`src/rtl/rf_write_arbiter_if.sv`:
```
// ============================================================================
// Module  : rf_write_arbiter_if
// Brief   : Register-file write-port bundle: pipe write-back, aux results,
//           aux issue tracking and the arbitrated write port.
// Revision: 1.0
// ============================================================================
`default_nettype none

interface rf_write_arbiter_if #(
    parameter int FIFO_DEPTH = 2
);
    localparam int CW = $clog2(FIFO_DEPTH + 1);

    logic          pipe_wen;
    logic [4:0]    pipe_sel;
    logic [31:0]   pipe_wdat;
    logic          aux_valid;
    logic [4:0]    aux_sel;
    logic [31:0]   aux_wdat;
    logic          aux_ready;
    logic          issue_en;
    logic [4:0]    issue_sel;
    logic          rf_wen;
    logic [4:0]    rf_wsel;
    logic [31:0]   rf_wdat;
    logic          stall_pipe;
    logic [31:0]   pending_mask;
    logic [CW-1:0] fifo_count;

    modport slave (
        input  pipe_wen, pipe_sel, pipe_wdat,
        input  aux_valid, aux_sel, aux_wdat,
        input  issue_en, issue_sel,
        output aux_ready, rf_wen, rf_wsel, rf_wdat,
        output stall_pipe, pending_mask, fifo_count
    );

    modport master (
        output pipe_wen, pipe_sel, pipe_wdat,
        output aux_valid, aux_sel, aux_wdat,
        output issue_en, issue_sel,
        input  aux_ready, rf_wen, rf_wsel, rf_wdat,
        input  stall_pipe, pending_mask, fifo_count
    );
endinterface

`default_nettype wire

```
`src/rtl/rf_write_arbiter.sv`:
```
// ============================================================================
// Module  : rf_write_arbiter
// Brief   : Shares the single RF write port between pipeline write-back and a
//           queued long-latency aux unit, with starvation stall and scoreboard.
// Revision: 1.0
// ============================================================================
`default_nettype none

module rf_write_arbiter #(
    parameter int FIFO_DEPTH   = 2,
    parameter int STARVE_LIMIT = 4
) (
    input  logic               CLK,
    input  logic               nRST,
    rf_write_arbiter_if.slave  bus
);
    localparam int CW = $clog2(FIFO_DEPTH + 1);
    localparam int PW = $clog2(FIFO_DEPTH);
    localparam int SW = $clog2(STARVE_LIMIT + 1);
    localparam logic [CW-1:0] c_DEPTH        = CW'(FIFO_DEPTH);
    localparam logic [SW-1:0] c_STARVE_LIMIT = SW'(STARVE_LIMIT);

    logic [4:0]    r_fifo_sel [FIFO_DEPTH];
    logic [31:0]   r_fifo_dat [FIFO_DEPTH];
    logic [PW-1:0] r_wr_ptr;
    logic [PW-1:0] r_rd_ptr;
    logic [CW-1:0] r_count;
    logic [SW-1:0] r_starve;
    logic [31:0]   r_pending;
    logic          r_rf_wen;
    logic [4:0]    r_rf_wsel;
    logic [31:0]   r_rf_wdat;

    logic          w_stall;
    logic          w_ready;
    logic          w_push;
    logic          w_nonempty;
    logic          w_pipe_req;
    logic          w_grant_aux;
    logic          w_grant_pipe;
    logic [4:0]    w_head_sel;
    logic [31:0]   w_head_dat;
    logic [31:0]   w_pending_nxt;

    assign w_stall      = (r_starve == c_STARVE_LIMIT);
    assign w_ready      = (r_count < c_DEPTH);
    // Results for r0 complete the handshake but are never written.
    assign w_push       = bus.aux_valid && w_ready && (bus.aux_sel != 5'd0);
    assign w_nonempty   = (r_count != '0);
    assign w_pipe_req   = bus.pipe_wen && (bus.pipe_sel != 5'd0) && !w_stall;
    assign w_grant_aux  = w_nonempty && (w_stall || !w_pipe_req);
    assign w_grant_pipe = w_pipe_req;
    assign w_head_sel   = r_fifo_sel[r_rd_ptr];
    assign w_head_dat   = r_fifo_dat[r_rd_ptr];

    always_comb begin
        w_pending_nxt = r_pending;
        if (w_grant_aux) begin
            w_pending_nxt[w_head_sel] = 1'b0;
        end
        // Issue applied after the clear so a same-cycle set wins.
        if (bus.issue_en && (bus.issue_sel != 5'd0)) begin
            w_pending_nxt[bus.issue_sel] = 1'b1;
        end
        w_pending_nxt[0] = 1'b0;
    end

    always_ff @(posedge CLK) begin
        if (w_push) begin
            r_fifo_sel[r_wr_ptr] <= bus.aux_sel;
            r_fifo_dat[r_wr_ptr] <= bus.aux_wdat;
        end
    end

    always_ff @(posedge CLK or negedge nRST) begin
        if (!nRST) begin
            r_wr_ptr  <= '0;
            r_rd_ptr  <= '0;
            r_count   <= '0;
            r_starve  <= '0;
            r_pending <= '0;
            r_rf_wen  <= 1'b0;
            r_rf_wsel <= '0;
            r_rf_wdat <= '0;
        end else begin
            if (w_push) begin
                r_wr_ptr <= r_wr_ptr + PW'(1);
            end
            if (w_grant_aux) begin
                r_rd_ptr <= r_rd_ptr + PW'(1);
            end
            case ({w_push, w_grant_aux})
                2'b10:   r_count <= r_count + CW'(1);
                2'b01:   r_count <= r_count - CW'(1);
                default: r_count <= r_count;
            endcase

            if (w_grant_aux || !w_nonempty) begin
                r_starve <= '0;
            end else if (r_starve != c_STARVE_LIMIT) begin
                r_starve <= r_starve + SW'(1);
            end

            r_pending <= w_pending_nxt;

            if (w_grant_pipe) begin
                r_rf_wen  <= 1'b1;
                r_rf_wsel <= bus.pipe_sel;
                r_rf_wdat <= bus.pipe_wdat;
            end else if (w_grant_aux) begin
                r_rf_wen  <= 1'b1;
                r_rf_wsel <= w_head_sel;
                r_rf_wdat <= w_head_dat;
            end else begin
                r_rf_wen  <= 1'b0;
            end
        end
    end

    assign bus.aux_ready    = w_ready;
    assign bus.stall_pipe   = w_stall;
    assign bus.rf_wen       = r_rf_wen;
    assign bus.rf_wsel      = r_rf_wsel;
    assign bus.rf_wdat      = r_rf_wdat;
    assign bus.pending_mask = r_pending;
    assign bus.fifo_count   = r_count;
endmodule

`default_nettype wire
```
`src/flat_wrapper.sv`:
```
// flat-port wrapper written by rule: the top's interface ports become plain ports
module rf_write_arbiter_flat 
#(
    parameter int FIFO_DEPTH   = 2,
    parameter int STARVE_LIMIT = 4
)
  (CLK, nRST, bus_pipe_wen, bus_pipe_sel, bus_pipe_wdat, bus_aux_valid, bus_aux_sel, bus_aux_wdat, bus_issue_en, bus_issue_sel, bus_aux_ready, bus_rf_wen, bus_rf_wsel, bus_rf_wdat, bus_stall_pipe, bus_pending_mask, bus_fifo_count);
  rf_write_arbiter_if #(.FIFO_DEPTH(FIFO_DEPTH)) bus_i ();
  input  logic CLK;
  input  logic nRST;
  input wire logic [$bits(bus_i.pipe_wen)-1:0] bus_pipe_wen;
  input wire logic [$bits(bus_i.pipe_sel)-1:0] bus_pipe_sel;
  input wire logic [$bits(bus_i.pipe_wdat)-1:0] bus_pipe_wdat;
  input wire logic [$bits(bus_i.aux_valid)-1:0] bus_aux_valid;
  input wire logic [$bits(bus_i.aux_sel)-1:0] bus_aux_sel;
  input wire logic [$bits(bus_i.aux_wdat)-1:0] bus_aux_wdat;
  input wire logic [$bits(bus_i.issue_en)-1:0] bus_issue_en;
  input wire logic [$bits(bus_i.issue_sel)-1:0] bus_issue_sel;
  output wire logic [$bits(bus_i.aux_ready)-1:0] bus_aux_ready;
  output wire logic [$bits(bus_i.rf_wen)-1:0] bus_rf_wen;
  output wire logic [$bits(bus_i.rf_wsel)-1:0] bus_rf_wsel;
  output wire logic [$bits(bus_i.rf_wdat)-1:0] bus_rf_wdat;
  output wire logic [$bits(bus_i.stall_pipe)-1:0] bus_stall_pipe;
  output wire logic [$bits(bus_i.pending_mask)-1:0] bus_pending_mask;
  output wire logic [$bits(bus_i.fifo_count)-1:0] bus_fifo_count;
  assign bus_i.pipe_wen = bus_pipe_wen;
  assign bus_i.pipe_sel = bus_pipe_sel;
  assign bus_i.pipe_wdat = bus_pipe_wdat;
  assign bus_i.aux_valid = bus_aux_valid;
  assign bus_i.aux_sel = bus_aux_sel;
  assign bus_i.aux_wdat = bus_aux_wdat;
  assign bus_i.issue_en = bus_issue_en;
  assign bus_i.issue_sel = bus_issue_sel;
  assign bus_aux_ready = bus_i.aux_ready;
  assign bus_rf_wen = bus_i.rf_wen;
  assign bus_rf_wsel = bus_i.rf_wsel;
  assign bus_rf_wdat = bus_i.rf_wdat;
  assign bus_stall_pipe = bus_i.stall_pipe;
  assign bus_pending_mask = bus_i.pending_mask;
  assign bus_fifo_count = bus_i.fifo_count;
  rf_write_arbiter #(.FIFO_DEPTH(FIFO_DEPTH), .STARVE_LIMIT(STARVE_LIMIT)) u_core (.CLK(CLK), .nRST(nRST), .bus(bus_i));
endmodule
```
`config.mk`:
```
export PLATFORM = sky130hd
export DESIGN_NAME = rf_write_arbiter_flat
export DESIGN_NICKNAME = d
export VERILOG_FILES = /design/src/rtl/rf_write_arbiter_if.sv /design/src/rtl/rf_write_arbiter.sv /design/src/flat_wrapper.sv
export SDC_FILE = /design/constraint.sdc
export NUM_CORES = 1
export LEC_CHECK = 0
export CORE_MARGIN = 2
export CORE_UTILIZATION = 49
export CTS_CLUSTER_DIAMETER = 60
export CTS_CLUSTER_SIZE = 25
export DETAILED_ROUTE_END_ITERATION = 10
export PLACE_DENSITY = 0.8
export SYNTH_ARGS = -nofsm -noshare
export SYNTH_HDL_FRONTEND = slang
export SYNTH_SLANG_ARGS = --single-unit
export TNS_END_PERCENT = 1
```
`constraint.sdc`:
```
create_clock -name CLK -period 3.8 [get_ports CLK]
set_input_delay 0.38 -clock CLK [delete_from_list [all_inputs] [get_ports CLK]]
set_output_delay 0.38 -clock CLK [all_outputs]
set_load 0.01 [all_outputs]
```
==> results.tsv <==
metric	value	unit
cts_tree	done	
post_cts_buffers	0	
vias	4538	
numCtsBuffers	17	
finalSetupViolCount	0	
synth_area	6190	µm²
cts-root-buf	clkbuf_16	
drtPass1Iterations	6	
placed_area	7873	µm²
rows	41	
grt.overflow.total	0	
maxSlewViolCount	0	
yosysTopAreaCell	edfxtp_1	
place_hpwl	9.902	mm
hp-class	in2async	
die_h	116.4	µm
synth_edf_count	74	
rsz0062_at_grt	false	
cap_viol_max_count	0	
start_util	0.4965	
end_kind	register	
grt_use_met1	0.2715	
worstSetupPathType	reg2reg	
core_area	12470	µm²
postCtsHoldBufs	0	
async_reset_ff_frac	0.5067	
grt_max_degree	77	
clk_pin_slew	0.06	ns
num_antenna_cells	0	
synth.most_common_cell	nand2_1	
stdcell_area	8431	µm²
fin_crit_sh	0.7264	
grt_pass1_wl	22.31	mm
netlist_top_cells_area	edfxtp_1, dfrtp_1, mux2i_1	
fin_tns_setup	0	ns
synth_ff_type	dfrtp_1	
synth.avg_cell_area	11.97	µm²
ys_warn_count	0	
antenna_found_initial	0	
slew_headroom	0.3439	
synth.cells.most_frequent	nand2_1, dfrtp_1, edfxtp_1	
track_usage	0.2183	
critPathArrivalTime	3.03	ns
die_width	116.4	µm
port_buffers	156	
fin_nets	755	
drt-total-wl	14.26	mm
vias_per_cell	5.320	
synthCells	517	
cts_sinks	150	
synth_top_area_frac	0.3590	
fmax	0.3623	GHz
cts_resized	0	
cp-start-kind	register	
first_global_vias	4481	
drc_errors	0	
tightest_slew	0.9842	ns
cts_max_level	4	
grtUsageMet3	0.06020	
clockBufferDepth	2	
clock_latency	0.42	ns
p_per_area	725.9	nW/µm²
grt_busiest_layer	met2	
num_io_pins	158	
ir_worst_vdd	0.0003759	V
syn_nets	604	
p_total	6.120	mW
use_met2	0.3678	
layout-drive-gt1-share	0.07342	
gp_congestion	0.8856	
die_area	13550	µm²
synth_cell_type_count	40	
wl_per_cell	16.72	µm
finalHoldViolCount	0	
leakage	3.366	nW
cp_data_required_time	4.07	ns
seq_area_frac_synth	0.6663	
ant_nets	0	
first_iter_violations	405	
status	completed	
skew	0.02472	ns
synthToLayoutAreaGrowth	36.20	%
timing.final.crit_period	2.760	ns
yosys_register_bits	150	
cp_max_fo	64	
==> worst max-delay path: stages, from the launching register on <==
cell      delay, ns
dfrtp_1        0.36
inv_1          0.06
ha_1           0.20
a21boi_0       0.51
o21a_2         0.68
buf_4          0.57
o21ai_0        0.20
==> worst paths after layout <==
| kind | start | to | slack [ns] | cells after the start |
|---|---|---|---|---|
| worst max register to register | u_core.r_starve[0] | u_core.bus.rf_wdat[26] | 1.04 | 6 |
| min in group CLK | u_core.bus.rf_wsel[3] | u_core.bus.rf_wsel[3] | 0.50 | 1 |
| max in group asynchronous | nRST | u_core.r_rd_ptr | 3.01 | 1 |
| worst max-delay path | u_core.r_starve[0] | u_core.bus.rf_wdat[26] | 1.04 | 6 |
| worst min register to register | u_core.bus.rf_wsel[3] | u_core.bus.rf_wsel[3] | 0.50 | 1 |
| worst min-delay path | nRST | u_core.bus.pending_mask[29] | 0.12 | 1 |
==> state kept, by name (all words and copies together) (netlist names) <==
name and cells:
u_core.bus.fifo_count 2, u_core.bus.pending_mask 31, u_core.bus.rf_wdat 32, u_core.bus.rf_wen 1
u_core.bus.rf_wsel 5, u_core.r_fifo_dat 64, u_core.r_fifo_sel 10, u_core.r_rd_ptr 1
u_core.r_starve 3, u_core.r_wr_ptr 1
==> cell usage in the layout, fill, tap and decap left out, types with 6 or more instances in the layout <==
cell type / count
o21ai_0: 46
dfrtp_1: 75
clkbuf_16: 17
clkdlybuf4s50_1: 155
buf_4: 6
nand2_1: 87
a21oi_1: 34
o31ai_1: 23
mux2i_1: 36
edfxtp_1: 74
nor2_1: 41
inv_1: 13
a32oi_1: 8
==> logic make-up after synthesis <==
group	after synthesis	synth area share
AND/OR/NAND/NOR	159	0.1110
flip-flops	150	0.6663
AO/OA/AOI/OAI	117	0.1108
buffers and inverters	42	0.03275
multiplexers	39	0.06408
XOR/XNOR	6	0.008490
adder cells (fa/ha/maj)	3	0.006065
other	1	0.0006058
==> metal layers <==
metal	vias to the layer above	part of all wire
met3	20	0.085
li1	2140	-
met2	219	0.50
met4	0	0.015
met1	2159	0.40
met5	-	0
==> metrics by stage <==
stage / util / cells / worst slack [ns] / hold WS, ns
after floorplan: - / 517 / 1.019 / 0.08441
after global placement: 0.6315 / 821 / 0.9716 / 0.4835
after detailed placement: 0.6315 / 821 / 0.8191 / 0.4894
after CTS: 0.6763 / 853 / 1.021 / 0.1564
after global routing: 0.6763 / 853 / 0.7871 / 0.2095
final: 0.6763 / 853 / 1.040 / 0.1181
==> power breakdown <==
part | switching (mW) | internal (mW) | total, mW
clock network | 0.657 | 0.903 | 1.56
registers | 0.283 | 2.17 | 2.46
logic | 1.08 | 1.02 | 2.10
==> final cells by class <==
cell class,instances,area [µm²]
clock inverters,14,128.9
flip-flops and latches,150,4125
inverters,13,48.80
multi-input cells,325,1887
well taps,172,215.2
fillers,939,4035
clock buffers,18,429.2
repair buffers,161,1597
No activity file was read; power rests on OpenSTA's default activity.
